[src/rtl/ddr_sched_pkg.sv]
// Shared state type, widths and default geometry for the
// frame read/write DDR burst scheduler.
package ddr_sched_pkg;

    localparam int ADDR_W = 28;
    localparam int LEN_W  = 11;
    localparam int CNT_W  = 10;

    localparam int unsigned DEF_BURST_WORDS   = 128;
    localparam int unsigned DEF_FRAME_WORDS   = 786432;
    localparam int unsigned DEF_RD_FIFO_DEPTH = 512;

    localparam logic [ADDR_W-1:0] DEF_BANK_STRIDE =
        28'h0100000;

    typedef enum logic [2:0] {
        S_IDLE,
        S_WR_REQ,
        S_WR_WAIT,
        S_RD_REQ,
        S_RD_WAIT
    } sched_state_e;

    // 16-bit words to 128-bit FIFO entries
    function automatic int unsigned fifo_entries(
        input int unsigned words
    );
        return words / 8;
    endfunction

endpackage

[src/rtl/frame_addr_gen.sv]
// One direction's burst address: offset counter with frame
// wrap, bank register and a pending frame-start.
module frame_addr_gen
    import ddr_sched_pkg::*;
#(
    parameter int unsigned       BURST_WORDS = DEF_BURST_WORDS,
    parameter int unsigned       FRAME_WORDS = DEF_FRAME_WORDS,
    parameter logic [ADDR_W-1:0] BANK_STRIDE = DEF_BANK_STRIDE,
    parameter logic              RESET_BANK  = 1'b0
) (
    input  logic              clk,
    input  logic              rst,
    input  logic              advance,
    input  logic              frame_start,
    input  logic              apply_en,
    input  logic              toggle_on_wrap,
    input  logic              load_bank,
    input  logic              start_bank,
    output logic              bank,
    output logic              wrap,
    output logic [ADDR_W-1:0] adrs
);

    localparam logic [ADDR_W-1:0] STEP  = ADDR_W'(BURST_WORDS);
    localparam logic [ADDR_W-1:0] LIMIT = ADDR_W'(FRAME_WORDS);

    logic [ADDR_W-1:0] offset_q;
    logic [ADDR_W-1:0] offset_inc;
    logic              pend_q;
    logic              apply;

    assign offset_inc = offset_q + STEP;
    assign wrap       = advance && (offset_inc >= LIMIT);
    assign apply      = apply_en && (pend_q || frame_start);
    assign adrs       = (bank ? BANK_STRIDE : '0) + offset_q;

    // advance and apply never coincide: one is WAIT-only,
    // the other IDLE-only, so a wrap always lands first
    always_ff @(posedge clk or posedge rst) begin
        if (rst) begin
            offset_q <= '0;
            bank     <= RESET_BANK;
            pend_q   <= 1'b0;
        end else begin
            if (advance) begin
                offset_q <= wrap ? '0 : offset_inc;
                if (wrap && toggle_on_wrap) begin
                    bank <= ~bank;
                end
            end else if (apply) begin
                offset_q <= '0;
                if (load_bank) begin
                    bank <= start_bank;
                end
            end
            pend_q <= apply ? 1'b0 : (pend_q || frame_start);
        end
    end

endmodule

[src/rtl/frame_rw_scheduler.sv]
// Arbitrates DDR write and read bursts for a double-buffered
// frame store; write fills one bank while read replays the other.
module frame_rw_scheduler
    import ddr_sched_pkg::*;
#(
    parameter int unsigned       BURST_WORDS   = DEF_BURST_WORDS,
    parameter int unsigned       FRAME_WORDS   = DEF_FRAME_WORDS,
    parameter logic [ADDR_W-1:0] BANK_STRIDE   = DEF_BANK_STRIDE,
    parameter int unsigned       RD_FIFO_DEPTH = DEF_RD_FIFO_DEPTH
) (
    input  logic              clk,
    input  logic              rst,
    input  logic              ddr_init_done,
    input  logic              wr_frame_start,
    input  logic              rd_frame_start,
    input  logic [CNT_W-1:0]  wr_fifo_cnt,
    input  logic [CNT_W-1:0]  rd_fifo_cnt,
    input  logic              wr_ready,
    input  logic              wr_done,
    input  logic              rd_ready,
    input  logic              rd_done,
    output logic              wr_start,
    output logic              rd_start,
    output logic [ADDR_W-1:0] wr_adrs,
    output logic [ADDR_W-1:0] rd_adrs,
    output logic [LEN_W-1:0]  wr_len,
    output logic [LEN_W-1:0]  rd_len,
    output logic              busy
);

    localparam int unsigned ENTRIES = fifo_entries(BURST_WORDS);
    localparam int unsigned RD_ROOM = RD_FIFO_DEPTH - ENTRIES;

    sched_state_e state_q;
    sched_state_e state_d;

    logic last_rd_q;
    logic frame_valid_q;
    logic wr_cond;
    logic rd_cond;
    logic idle;
    logic wr_adv;
    logic rd_adv;
    logic wr_bank;
    logic wr_wrap;
    logic rd_bank;
    logic rd_wrap;
    logic unused_rd_status;

    assign idle    = (state_q == S_IDLE);
    assign wr_adv  = (state_q == S_WR_WAIT) && wr_done;
    assign rd_adv  = (state_q == S_RD_WAIT) && rd_done;
    assign wr_len  = LEN_W'(BURST_WORDS);
    assign rd_len  = LEN_W'(BURST_WORDS);

    assign wr_cond = ddr_init_done
                  && (32'(wr_fifo_cnt) >= ENTRIES);
    assign rd_cond = ddr_init_done && frame_valid_q
                  && (32'(rd_fifo_cnt) <= RD_ROOM);

    assign unused_rd_status = ^{rd_bank, rd_wrap};

    frame_addr_gen #(
        .BURST_WORDS (BURST_WORDS),
        .FRAME_WORDS (FRAME_WORDS),
        .BANK_STRIDE (BANK_STRIDE),
        .RESET_BANK  (1'b0)
    ) u_wr_gen (
        .clk            (clk),
        .rst            (rst),
        .advance        (wr_adv),
        .frame_start    (wr_frame_start),
        .apply_en       (idle),
        .toggle_on_wrap (1'b1),
        .load_bank      (1'b0),
        .start_bank     (1'b0),
        .bank           (wr_bank),
        .wrap           (wr_wrap),
        .adrs           (wr_adrs)
    );

    // a read frame-start locks onto the last completed frame
    frame_addr_gen #(
        .BURST_WORDS (BURST_WORDS),
        .FRAME_WORDS (FRAME_WORDS),
        .BANK_STRIDE (BANK_STRIDE),
        .RESET_BANK  (1'b1)
    ) u_rd_gen (
        .clk            (clk),
        .rst            (rst),
        .advance        (rd_adv),
        .frame_start    (rd_frame_start),
        .apply_en       (idle),
        .toggle_on_wrap (1'b0),
        .load_bank      (1'b1),
        .start_bank     (~wr_bank),
        .bank           (rd_bank),
        .wrap           (rd_wrap),
        .adrs           (rd_adrs)
    );

    always_ff @(posedge clk or posedge rst) begin
        if (rst) begin
            state_q <= S_IDLE;
        end else begin
            state_q <= state_d;
        end
    end

    always_ff @(posedge clk or posedge rst) begin
        if (rst) begin
            last_rd_q     <= 1'b1;
            frame_valid_q <= 1'b0;
        end else begin
            if (wr_adv) begin
                last_rd_q <= 1'b0;
            end else if (rd_adv) begin
                last_rd_q <= 1'b1;
            end
            if (wr_wrap) begin
                frame_valid_q <= 1'b1;
            end
        end
    end

    always_comb begin
        state_d = state_q;
        unique case (state_q)
            S_IDLE: begin
                if (wr_cond && (!rd_cond || last_rd_q)) begin
                    state_d = S_WR_REQ;
                end else if (rd_cond) begin
                    state_d = S_RD_REQ;
                end
            end
            S_WR_REQ:  if (wr_ready) state_d = S_WR_WAIT;
            S_WR_WAIT: if (wr_done)  state_d = S_IDLE;
            S_RD_REQ:  if (rd_ready) state_d = S_RD_WAIT;
            S_RD_WAIT: if (rd_done)  state_d = S_IDLE;
            default:   state_d = S_IDLE;
        endcase
    end

    always_comb begin
        wr_start = 1'b0;
        rd_start = 1'b0;
        busy     = 1'b1;
        unique case (state_q)
            S_IDLE:   busy     = 1'b0;
            S_WR_REQ: wr_start = wr_ready;
            S_RD_REQ: rd_start = rd_ready;
            default:  busy     = 1'b1;
        endcase
    end

endmodule

[config.mk]
export PLATFORM = sky130hd
export DESIGN_NAME = frame_rw_scheduler
export DESIGN_NICKNAME = d
export VERILOG_FILES = /design/src/rtl/ddr_sched_pkg.sv /design/src/rtl/frame_addr_gen.sv /design/src/rtl/frame_rw_scheduler.sv
export SDC_FILE = /design/constraint.sdc
export NUM_CORES = 1
export LEC_CHECK = 0
export CAP_MARGIN = 20
export CORE_MARGIN = 2
export CORE_UTILIZATION = 48
export CTS_BUF_LIST = sky130_fd_sc_hd__clkbuf_16
export CTS_CLUSTER_SIZE = 10
export DETAILED_ROUTE_END_ITERATION = 12
export PLACE_DENSITY_LB_ADDON = 0.12
export SYNTH_ARGS = -nofsm -noshare
export SYNTH_HDL_FRONTEND = slang
export SYNTH_SLANG_ARGS = --single-unit
[constraint.sdc]
create_clock -name clk -period 3.5 [get_ports clk]
set_input_delay 0.7 -clock clk [delete_from_list [all_inputs] [get_ports clk]]
set_output_delay 0.7 -clock clk [all_outputs]
set_load 0.02 [all_outputs]
# == Word level (Yosys, flattened, before mapping) ==
# Cells that the tools add are included.
# op_classes
n_eq_ne,9
n_lt_le_gt_ge,4
muxes,22
add_sub_neg,4
n_reduce_logical,21
n_bitwise,2
# ops
operator,n
28-bit two-way mux,6
28-bit adder,2
28-bit by 8-bit adder with 28-bit output (second input constant),2
28-bit by 20-bit greater-or-equal comparator with 1-bit output (second input constant),2
21-bit two-way mux,2
3-bit two-way mux,6
3-bit one-hot mux with 5 select lines,1
10-bit by 5-bit greater-or-equal comparator with 1-bit output (second input constant),1
10-bit by 9-bit less-or-equal comparator with 1-bit output (second input constant),1
1-bit logical AND,10
2-bit inequality test (second input constant),4
1-bit two-way mux,7
3-bit by 2-bit equality test with 1-bit output (second input constant),2
2-bit nonzero test,3
5-bit AND reduction,1
2-bit AND reduction,2
3-bit by 1-bit equality test with 1-bit output (second input constant),1
3-bit equality test (second input constant),1
3-bit logical NOT,1
1-bit logical OR,3
3-bit inequality test (second input constant),1
1-bit NOT,2
1-bit logical NOT,1
# totals
register_bits,65
input_bits,29

# == Logic depth before layout (Yosys ltp) ==
# logic_depth
word_depth,7
ltp_mapped,8
depth_no_buf,7

# == Modules after synthesis ==
# From an unflattened synthesis, not the netlist that was laid out.
# hier_totals
hier_cells,475
hier_area_um2,3981.3
# modules_own_cells
mod,area_each_um2,n_inst,cells_each
frame_addr_gen at u_rd_gen,1707.9,1,203
frame_addr_gen at u_wr_gen,1706.6,1,203
frame_rw_scheduler,566.8,1,69

# == Least setup slack after synthesis ==
# OpenSTA, ideal clock, no wires.
# synth_path
path_kind,register to register
from,register u_wr_gen.offset_q[7]
to,register frame_valid_q
t_arrival_ps,2321
period_less_slack_ps,2445
required_time_ps,3376
path_stages_with_launch,8
setup_slack_ps,1055
path_cell_list,dfrtp_1 -> ha_1 -> nand4_1 -> or2_1 -> o31a_1 -> a2111oi_4 -> a31oi_1 -> or2_1
# synth_via
elab_chain_cells,3
# synth_lines
item,line_no,text
from (decl),frame_addr_gen.sv:27,logic [ADDR_W-1:0] offset_q;
from (signal assigned),frame_addr_gen.sv:46,offset_q <= wrap ? '0 : offset_inc;
28-bit by 8-bit adder with 28-bit output,frame_addr_gen.sv:32,assign offset_inc = offset_q + STEP;
28-bit by 20-bit greater-or-equal comparator with 1-bit output,frame_addr_gen.sv:33,assign wrap = advance && (offset_inc >= LIMIT);
1-bit logical AND,frame_addr_gen.sv:33,
to (signal assigned),frame_rw_scheduler.sv:113,frame_valid_q <= 1'b0;
to (signal assigned),frame_rw_scheduler.sv:121,frame_valid_q <= 1'b1;
to (decl),frame_rw_scheduler.sv:38,logic frame_valid_q;
# Every way passes these cells.
# A chain may end at the register's enable or synchronous reset.

# == Worst setup path after layout ==
# Same ends and word-level chain as after synthesis.

==> qor.yml <==
status: "completed"
ys.warnings.count: 0
relSlewSlack_pct: 51.62
synth_cells: 443
first_pass_iters: 4
routed-via-count: 3081
synth_ff_type: "dfrtp_1"
power_uw: 1657
routed-wl-met2_mm: 3.631
stdcell_area_sq_um: 4348
synthesis.area_sq_um: 3737
syn_area_per_cell_sq_um: 8.436
post-route-period-util_pct: 82.85
drv_slew: 0
cts_resized: 0
io_buffers: 69
root_buffer: "clkbuf_16"
fin_nets: 518
clock_tree.htree_level_count: 2
cts.hold.buffers_added: 0
drive_gt1_share_pct: 6.198
clk-insertion-delay-late_ps: 280
path_class: "flip-flop to flip-flop"
grt.overflow.total: 0
clk_pin_slew_ps: 70
rows: 32
grt_pass1_wl_mm: 13.32
die_w_um: 92.24
drc: 0
hp-class: "flip-flop to flip-flop"
vdd_drop_max_mv: 0.2220
routed_wirelength_mm: 7.832
period_minus_slack_ps: 2900
routedWlPerCell_um: 13.37
numCtsBuffers: 5
cp_data_required_time_ps: 3670
post-cts-setup-buffers: 0
synthArstFlopShare_pct: 100.0
rsz0062_at_grt: "false"
initial_core_util_pct: 48.87
synthMostInstantiatedCell: "nand2_1"
n_antenna_cell: 0
drv_cap: 0
clock_path_buffers: 2
ys_types: 56
grt_max_degree: 29
hpwl_mm: 5.716
drt_iter0_markers: 184
leakagePower_uw: 0.001893
cp-end-kind: "flip-flop"
skew_ps: 6.785
start_kind: "flip-flop"
fmax_mhz: 344.9
grt_usage_pct: 19.21
fin_setup_tns_ps: 0
antenna_left: 0
tightest_slew_ps: 725.6
cts_tree: "done"
dieHeight_um: 92.24
cp_max_fo: 9
pin_count: 110
met3RoutedLength_um: 348
synthTopCellsByArea: "dfrtp_1 (33%), buf_4 (12%), nand2_1 (7.0%)"
maxUsedRoutingLayer: "met4"
met1Wirelength_mm: 3.792
routabilityCongestion: 0.7867
die_area_sq_um: 8508
grt_pass1_vias: 2760
placed_cell_area_sq_um: 4212
hold_viol: 0
cts_sinks: 51
setup-violations-final: 0
ys_ff_latch: 51
antenna_found_initial: 0
ys_seq_area_share_pct: 34.21
critPathArrivalTime_ps: 3070
core_sq_um: 7647
synth_edf_count: 0
powerDensity_nw_per_um2: 381.1
synth_top_area_share_pct: 32.81
yosys.area.top_type: "dfrtp_1"
area_growth_pct: 16.34
routed_via_density: 5.258
synthTopCellsByCount: "nand2_1 (70), buf_4 (62), dfrtp_1 (49)"
whs_ps: 486.3
==> cell type report <==
type	instances	area, sq um
Tap cell	102	127.6
Sequential cell	51	1279
Timing Repair Buffer	76	743.2
Inverter	10	37.54
Clock buffer	5	125.1
Fill cell	716	3299
Multi-Input combinational cell	339	2024
Clock inverter	3	11.26
==> layer usage <==
metal,track usage (%),vias up
met5,0,-
met4,4.851,0
met3,3.615,6
met2,30.45,88
met1,27.13,1466
li1,-,1521
==> worst max-delay path: stages (launching register included) <==
cell       delay, ps
dfrtp_1          460
ha_1             240
nand3_1          220
a2111oi_0        590
o32ai_1          200
a2111oi_4        580
a31oi_1          250
or2_1            250
==> flip-flops by register name (all words and copies together) (netlist names) <==
register,count
frame_valid_q,1
state_q,3
u_wr_gen.pend_q,1
u_rd_gen.offset_q,21
last_rd_q,1
u_rd_gen.pend_q,1
u_wr_gen.bank,1
u_wr_gen.offset_q,21
u_rd_gen.bank,1
==> layout by cell type, fill, tap and decap left out, drive strengths merged, types with 4 or more instances in the layout <==
master,n
nand4,10
buf,7
or2,4
o31ai,9
nand2,70
o21ai,14
a21oi,5
or3,4
o211ai,5
xnor2,10
nand3,18
dfrtp,49
clkdlybuf4s50,69
inv,10
conb,36
clkbuf,5
nor3,9
nand2b,4
o2111ai,14
nor2b,7
xor2,12
ha,6
nor4,4
nor2,36
and2,29
==> power by group <==
group | leakage, uW | internal [uW] | switching (uW)
sequential | 0.000697 | 648 | 64.7
combinational | 0.00113 | 174 | 309
clock | 0.0000701 | 258 | 203
==> stage by stage <==
step	worst slack (ps)	utilization, %	instances
floorplan	1055	-	477
global placement	677.0	55.07	578
detailed placement	651.9	55.07	578
CTS	633.5	56.86	586
global route	323.9	56.86	586
finish	600.3	56.86	586
==> cells by family after synthesis <==
| family | count (synthesis) | share of synthesized area [%] |
|---|---|---|
| mux | 1 | 0.2678 |
| compound gates | 66 | 14.50 |
| other cells | 2 | 0.2009 |
| xor+xnor | 22 | 5.156 |
| flops | 51 | 34.22 |
| buf+inv | 87 | 15.07 |
| simple gates | 208 | 28.59 |
| fa+ha+maj | 6 | 2.009 |
==> path summary, 6_finish.rpt <==
path | from | endpoint | slack [ps] | cells past startpoint
worst max-delay path | u_wr_gen.offset_q[7]$_DFFE_PP0P_ | frame_valid_q$_DFFE_PP0P_ | 600 | 7
worst min-delay path | u_rd_gen.bank$_DFFE_PP1P_ | u_rd_gen.bank$_DFFE_PP1P_ | 490 | 2
worst max register to register | u_wr_gen.offset_q[7]$_DFFE_PP0P_ | frame_valid_q$_DFFE_PP0P_ | 600 | 7
worst min register to register | u_rd_gen.bank$_DFFE_PP1P_ | u_rd_gen.bank$_DFFE_PP1P_ | 490 | 2
max in group asynchronous | rst | u_rd_gen.bank$_DFFE_PP1P_ | 1880 | 3
min in group asynchronous | rst | u_wr_gen.offset_q[19]$_DFFE_PP0P_ | 820 | 2
Power figures use the tool's default switching activity.
